File: src/rtl/fmul_arb_pkg.sv
// Shared constants for the fp16 multiplier share arbiter: default format, flag layout, ID width helper.
package fmul_arb_pkg;
  localparam int EXP_DEF = 5;
  localparam int FRA_DEF = 10;
  localparam int W_DEF   = EXP_DEF + FRA_DEF + 1;
  localparam int FLAG_W  = 3;
  // Flag bit positions as driven by the multiplier; passed through untouched.
  localparam int FLAG_UF = 0;
  localparam int FLAG_OF = 1;
  localparam int FLAG_NV = 2;

  function automatic int id_w(input int n);
    return (n > 1) ? $clog2(n) : 1;
  endfunction
endpackage

File: src/rtl/rr_arbiter.sv
// One-of-NREQ arbiter: round-robin from a rotating pointer, or fixed lowest-index priority
// when ARB_FIXED_PRIO_EN is defined.
module rr_arbiter import fmul_arb_pkg::*; #(
  parameter int NREQ = 4,
  parameter int IDW  = id_w(NREQ)
) (
  input  logic            clk,
  input  logic            rst_n,
  input  logic [NREQ-1:0] req,
  input  logic            en,
  output logic [NREQ-1:0] gnt,
  output logic [IDW-1:0]  gnt_idx,
  output logic            gnt_vld
);
  logic hit;
  int   idx;

`ifdef ARB_FIXED_PRIO_EN
  logic unused_clk_rst;
  assign unused_clk_rst = clk ^ rst_n;

  always_comb begin
    hit = 1'b0;
    idx = 0;
    for (int k = NREQ-1; k >= 0; k--) begin
      if (req[k]) begin
        hit = 1'b1;
        idx = k;
      end
    end
  end
`else
  logic [IDW-1:0] ptr_q, ptr_d;

  // Descending scan so the candidate closest to the pointer is the last one written.
  always_comb begin
    hit = 1'b0;
    idx = 0;
    for (int k = NREQ-1; k >= 0; k--) begin
      if (req[(int'(ptr_q) + k) % NREQ]) begin
        hit = 1'b1;
        idx = (int'(ptr_q) + k) % NREQ;
      end
    end
  end

  always_comb begin
    ptr_d = ptr_q;
    if (gnt_vld) ptr_d = (gnt_idx == IDW'(NREQ-1)) ? '0 : gnt_idx + IDW'(1);
  end

  always_ff @(posedge clk or negedge rst_n) begin
    if (!rst_n) ptr_q <= '0;
    else        ptr_q <= ptr_d;
  end
`endif

  always_comb begin
    gnt_idx = IDW'(idx);
    gnt_vld = en & hit;
    gnt     = '0;
    if (gnt_vld) gnt[gnt_idx] = 1'b1;
  end
endmodule

File: src/rtl/fmul_share_arbiter.sv
// Shares one fixed-latency fp16 multiplier among NREQ requesters; results return in issue order
// through a credit-protected FIFO. ARB_FIXED_PRIO_EN selects fixed priority in rr_arbiter.
module fmul_share_arbiter import fmul_arb_pkg::*; #(
  parameter  int EXP       = EXP_DEF,
  parameter  int FRA       = FRA_DEF,
  parameter  int NREQ      = 4,
  parameter  int MUL_LAT   = 2,
  parameter  int RSP_DEPTH = 4,
  localparam int W         = EXP + FRA + 1,
  localparam int IDW       = id_w(NREQ)
) (
  input  logic              clk,
  input  logic              aresetn,
  input  logic [NREQ-1:0]   req_valid,
  output logic [NREQ-1:0]   req_ready,
  input  logic [NREQ*W-1:0] req_a,
  input  logic [NREQ*W-1:0] req_b,
  output logic              mul_valid,
  output logic [W-1:0]      mul_a,
  output logic [W-1:0]      mul_b,
  input  logic [W-1:0]      mul_y,
  input  logic [FLAG_W-1:0] mul_flag,
  output logic              rsp_valid,
  input  logic              rsp_ready,
  output logic [W-1:0]      rsp_y,
  output logic [FLAG_W-1:0] rsp_flag,
  output logic [IDW-1:0]    rsp_id
);
  localparam int AW = $clog2(RSP_DEPTH);
  localparam int CW = $clog2(RSP_DEPTH + 1);

  typedef struct packed {
    logic [W-1:0]      y;
    logic [FLAG_W-1:0] flag;
    logic [IDW-1:0]    id;
  } rsp_ent_t;

  logic                         run_q, run_d;
  logic [CW-1:0]                cnt_q, cnt_d;
  logic [MUL_LAT:0]             vld_pipe_q, vld_pipe_d;
  logic [MUL_LAT:0][IDW-1:0]    id_pipe_q, id_pipe_d;
  logic [W-1:0]                 mul_a_q, mul_a_d, mul_b_q, mul_b_d;
  rsp_ent_t [RSP_DEPTH-1:0]     mem_q, mem_d;
  logic [AW:0]                  wr_ptr_q, wr_ptr_d, rd_ptr_q, rd_ptr_d;
  logic                         arb_en, gnt_vld, wr_en, pop, fifo_full;
  logic [IDW-1:0]               gnt_idx;
  rsp_ent_t                     head;

  // Credit gate only; rsp_ready never reaches req_ready combinationally.
  assign arb_en = run_q && (cnt_q < CW'(RSP_DEPTH));

  rr_arbiter #(.NREQ(NREQ), .IDW(IDW)) u_arb (
    .clk     (clk),
    .rst_n   (aresetn),
    .req     (req_valid),
    .en      (arb_en),
    .gnt     (req_ready),
    .gnt_idx (gnt_idx),
    .gnt_vld (gnt_vld)
  );

  assign wr_en     = vld_pipe_q[MUL_LAT];
  assign head      = mem_q[rd_ptr_q[AW-1:0]];
  assign rsp_valid = (wr_ptr_q != rd_ptr_q);
  assign pop       = rsp_valid & rsp_ready;
  assign fifo_full = (wr_ptr_q[AW] != rd_ptr_q[AW]) && (wr_ptr_q[AW-1:0] == rd_ptr_q[AW-1:0]);

  always_comb begin
    run_d = 1'b1;
    cnt_d = cnt_q;
    case ({gnt_vld, pop})
      2'b10:   cnt_d = cnt_q + CW'(1);
      2'b01:   cnt_d = cnt_q - CW'(1);
      default: cnt_d = cnt_q;
    endcase
    // Stage 0 is the issue stage itself; stage MUL_LAT lines up with mul_y.
    vld_pipe_d = {vld_pipe_q[MUL_LAT-1:0], gnt_vld};
    id_pipe_d  = {id_pipe_q[MUL_LAT-1:0], gnt_idx};
    mul_a_d    = mul_a_q;
    mul_b_d    = mul_b_q;
    if (gnt_vld) begin
      mul_a_d = req_a[int'(gnt_idx)*W +: W];
      mul_b_d = req_b[int'(gnt_idx)*W +: W];
    end
    mem_d    = mem_q;
    wr_ptr_d = wr_ptr_q;
    rd_ptr_d = rd_ptr_q;
    if (wr_en) begin
      mem_d[wr_ptr_q[AW-1:0]] = '{y: mul_y, flag: mul_flag, id: id_pipe_q[MUL_LAT]};
      wr_ptr_d = wr_ptr_q + (AW+1)'(1);
    end
    if (pop) rd_ptr_d = rd_ptr_q + (AW+1)'(1);
  end

  always_ff @(posedge clk or negedge aresetn) begin
    if (!aresetn) begin
      run_q      <= 1'b0;
      cnt_q      <= '0;
      vld_pipe_q <= '0;
      id_pipe_q  <= '0;
      mul_a_q    <= '0;
      mul_b_q    <= '0;
      mem_q      <= '0;
      wr_ptr_q   <= '0;
      rd_ptr_q   <= '0;
    end else begin
      run_q      <= run_d;
      cnt_q      <= cnt_d;
      vld_pipe_q <= vld_pipe_d;
      id_pipe_q  <= id_pipe_d;
      mul_a_q    <= mul_a_d;
      mul_b_q    <= mul_b_d;
      mem_q      <= mem_d;
      wr_ptr_q   <= wr_ptr_d;
      rd_ptr_q   <= rd_ptr_d;
    end
  end

  assign mul_valid = vld_pipe_q[0];
  assign mul_a     = mul_a_q;
  assign mul_b     = mul_b_q;
  assign rsp_y     = head.y;
  assign rsp_flag  = head.flag;
  assign rsp_id    = head.id;

  a_no_overflow: assert property (@(posedge clk) disable iff (!aresetn) !(wr_en && fifo_full));
endmodule
File: config.mk
export PLATFORM = sky130hd
export DESIGN_NAME = fmul_share_arbiter
export DESIGN_NICKNAME = d
export VERILOG_FILES = /design/src/rtl/fmul_arb_pkg.sv /design/src/rtl/rr_arbiter.sv /design/src/rtl/fmul_share_arbiter.sv
export SDC_FILE = /design/constraint.sdc
export NUM_CORES = 1
export LEC_CHECK = 0
export BUFFER_PORTS_ARGS = -buffer_cell sky130_fd_sc_hd__buf_2
export CAP_MARGIN = 20
export CORE_MARGIN = 2
export CORE_UTILIZATION = 55
export DETAILED_ROUTE_END_ITERATION = 7
export PLACE_DENSITY = 0.87
export SYNTH_ARGS = -nofsm -noshare
export SYNTH_HDL_FRONTEND = slang
export SYNTH_SLANG_ARGS = --single-unit
File: constraint.sdc
create_clock -name clk -period 3.4 [get_ports clk]
set_input_delay 0.34 -clock clk [delete_from_list [all_inputs] [get_ports clk]]
set_output_delay 0.34 -clock clk [all_outputs]
set_load 0.01 [all_outputs]
==> impl_metrics.yaml <==
run_status:
  outcome: "finished, final reports clean"
pwr:
  vdd_drop_max_mv: 0.429
  pwr_density_cell_mw_per_mm2: 946
  power.leakage_nw: 4.20
timing:
  skew_ns: 0.00638
  setup_viol: 0
  worst_pin_slew_ns: 1.07
  timing.hold.ws_ns: 0.203
  hold_viol: 0
  setup_ws_ns: 0.667
  fin_crit_ns: 2.73
  tns_ns: 0
  relSlewSlack_pct: 28.2
  final_max_slew_viol_count: 0
  rsz0062_at_grt: "no"
  max_freq_mhz: 366
  final.period_utilization_pct: 80.4
critical_path:
  reg2reg_depth: 7
  arrival_ns: 2.39
  startpoint_type: "flop"
  r2r_slack_ns: 0.99
  r2r_start: "u_arb.ptr_q[0]$_DFFE_PN0P_"
  rr_endpoint: "mul_b[9]$_DFFE_PN0P_"
  cp.required_ns: 3.06
  critical_path_class: "flop to primary output"
  cp-end-kind: "primary output"
  crit_fanout: 68
drt:
  wl_mm: 17.3
  routedWlPerCell_um: 18.6
  dr.first_iter.drc_count: 424
  vias: 5276
  drt_pass1_iterations: 5
  drc: 0
  ant_nets: 0
  via_per_inst: 5.65
worst_hold_path:
  whs_endpoint: "mem_q[26]$_DFFE_PN0P_"
  hold_class: "input port to flop"
  hold_path_depth: 2
  hp-start: "mul_y[0]"
logic_synthesis:
  ys_seq_elements: 137
  yosys_warnings: 0
  synth.top_cell.area_share_pct: 51.6
  synth_area_leader_cell: "dfrtp_1"
  synth_cell_types: 36
  netlist_area_sq_mm: 0.00664
  syn_nets: 739
  syn_area_per_cell_sq_um: 11.6
  ys_seq_area_share_pct: 51.6
  syn_inst: 574
  ys_top_cells_by_area: "dfrtp_1 (52%), mux2_2 (14%), nand2_1 (7.9%)"
clock_network:
  cts-root-buf: "clkbuf_16"
  numCtsBuffers: 17
  cts_sinks: 137
  post_cts_resize_count: 0
  htree_levels: 4
  clkSlewWorstSetupHoldPaths_ns: 0.06
  insertion_delay_ns: 0.42
  cts_tree: "built"
  clock_path_buffers: 2
global_route:
  antenna_found_initial: 0
  grt_pass1_vias: 5506
  overflow: 0
  grt.total_usage_pct: 27.3
  grt_max_degree: 120
  grt_first_pass_wirelength_mm: 27.3
cells_and_area:
  diodes: 0
  num-nets-final: 940
  final_cell_mix: "buf_2 (211), nand2_1 (139), dfrtp_1 (137), mux2_2 (85), a21oi_1 (65)"
  drive_gt1_share_pct: 46.3
  areaGrowthSynthToFinish_pct: 25.8
  fin_cells: 934
  final_common_cell: "buf_2"
  postLayoutCoreUtil_pct: 70.1
placed_design:
  dp_hpwl_mm: 11.7
  dp_slack_ns: 1.00
  dp_cells: 901
  port_buffers: 212
  routabilityCongestion: 0.861
die:
  fp-row-count: 40
  die_w_um: 114
  die_h_um: 114
  start_util_pct: 55.8
  io_pins: 213
  core_area_sq_mm: 0.0119
  die_area_sq_mm: 0.0130
flow_run:
  drv_cap: 0
==> through the flow <==
step / area (sq um) / total power, W
after global placement: 7750 / 0.00593
after global routing: 8350 / 0.00839
after CTS: 8320 / 0.00795
after floorplan: 6640 / 0.00508
after detailed placement: 7750 / 0.00614
final: 8350 / 0.00790
==> worst max path at each step <==
| stage | start | endpoint | slack [ns] | depth (start not counted) |
|---|---|---|---|---|
| after floorplan | req_valid[3] | cnt_q[2]$_DFFE_PN0P_ | 0.92 | 10 |
| after global placement | req_valid[3] | cnt_q[2]$_DFFE_PN0P_ | 1.05 | 9 |
| after detailed placement | req_valid[0] | mul_a[13]$_DFFE_PN0P_ | 1.0 | 8 |
| after CTS | u_arb.ptr_q[0]$_DFFE_PN0P_ | req_ready[3] | 0.63 | 6 |
| after global routing | u_arb.ptr_q[1]$_DFFE_PN0P_ | req_ready[3] | 0.51 | 6 |
| final | u_arb.ptr_q[0]$_DFFE_PN0P_ | req_ready[3] | 0.67 | 6 |
==> power by group <==
group	switching, W	internal, W	leakage [nW]
combinational	0.00158	0.00167	2.29
sequential	0.000479	0.00243	1.64
clock	0.000680	0.00106	0.275
total	0.00274	0.00516	4.20
==> layout make-up <==
cell class / instances / area, sq um
fill: 856 / 3560
sequential: 137 / 3430
multi-input combinational: 386 / 2960
timing repair buffer: 223 / 1170
clock buffer: 21 / 470
tap: 147 / 184
clock inverter: 10 / 95.1
inverter: 10 / 40.0
==> cells by family (layout without fill, tap and decap cells) <==
logic type	after synthesis	count (layout)	synth area share, %
buffers and inverters	51	264	3.75
flip-flops	137	137	51.6
multiplexers	108	108	21.9
adder cells (fa/ha/maj)	11	11	2.19
XOR/XNOR	10	10	1.32
AO/OA/AOI/OAI	103	103	10.1
other	1	1	0.0565
AND/OR/NAND/NOR	153	153	9.16
==> synthesized netlist by cell type, drive strengths merged <==
cell / number
xor2: 4
o31ai: 1
a311oi: 1
a21boi: 1
or4: 1
o21ai: 2
ha: 10
nor2b: 1
mux2i: 1
mux2: 86
nor2: 2
or3: 1
fa: 1
nand2: 139
mux4: 21
a211o: 32
nand3b: 1
and2: 5
clkbuf: 16
nand3: 1
buf: 25
inv: 10
dfrtp: 137
o221a: 1
a21oi: 65
xnor2: 6
conb: 1
nand2b: 1
or3b: 1
==> repair_timing <==
item / CTS / global route
endpoints found under the hold margin: 0 / 14
setup buffers: 0 / 0
hold buffers: 0 / 1
==> state kept, by name (all words and copies together) (netlist names) <==
register	flops
rd_ptr_q	3
id_pipe_q	2
wr_ptr_q	3
u_arb.ptr_q	2
vld_pipe_q	3
mem_q	84
id_pipe_d	4
run_q	1
mul_b	16
mul_a	16
cnt_q	3
==> routing by layer <==
layer | vias up | wire length [um] | GRT usage (%)
li1 | 2406 | - | -
met3 | 27 | 1090 | 7.55
met1 | 2646 | 6890 | 32.4
met5 | - | 0 | 0
met4 | 0 | 309 | 11.1
met2 | 197 | 9070 | 47.3
==> critical path, stage by stage, from the launching register on <==
cell	delay, ns
dfrtp_1	0.43
or3b_2	0.49
o221a_2	0.15
buf_4	0.33
ha_1	0.30
and2_1	0.14
buf_2	0.13
No activity file was read; power rests on OpenSTA's default activity.
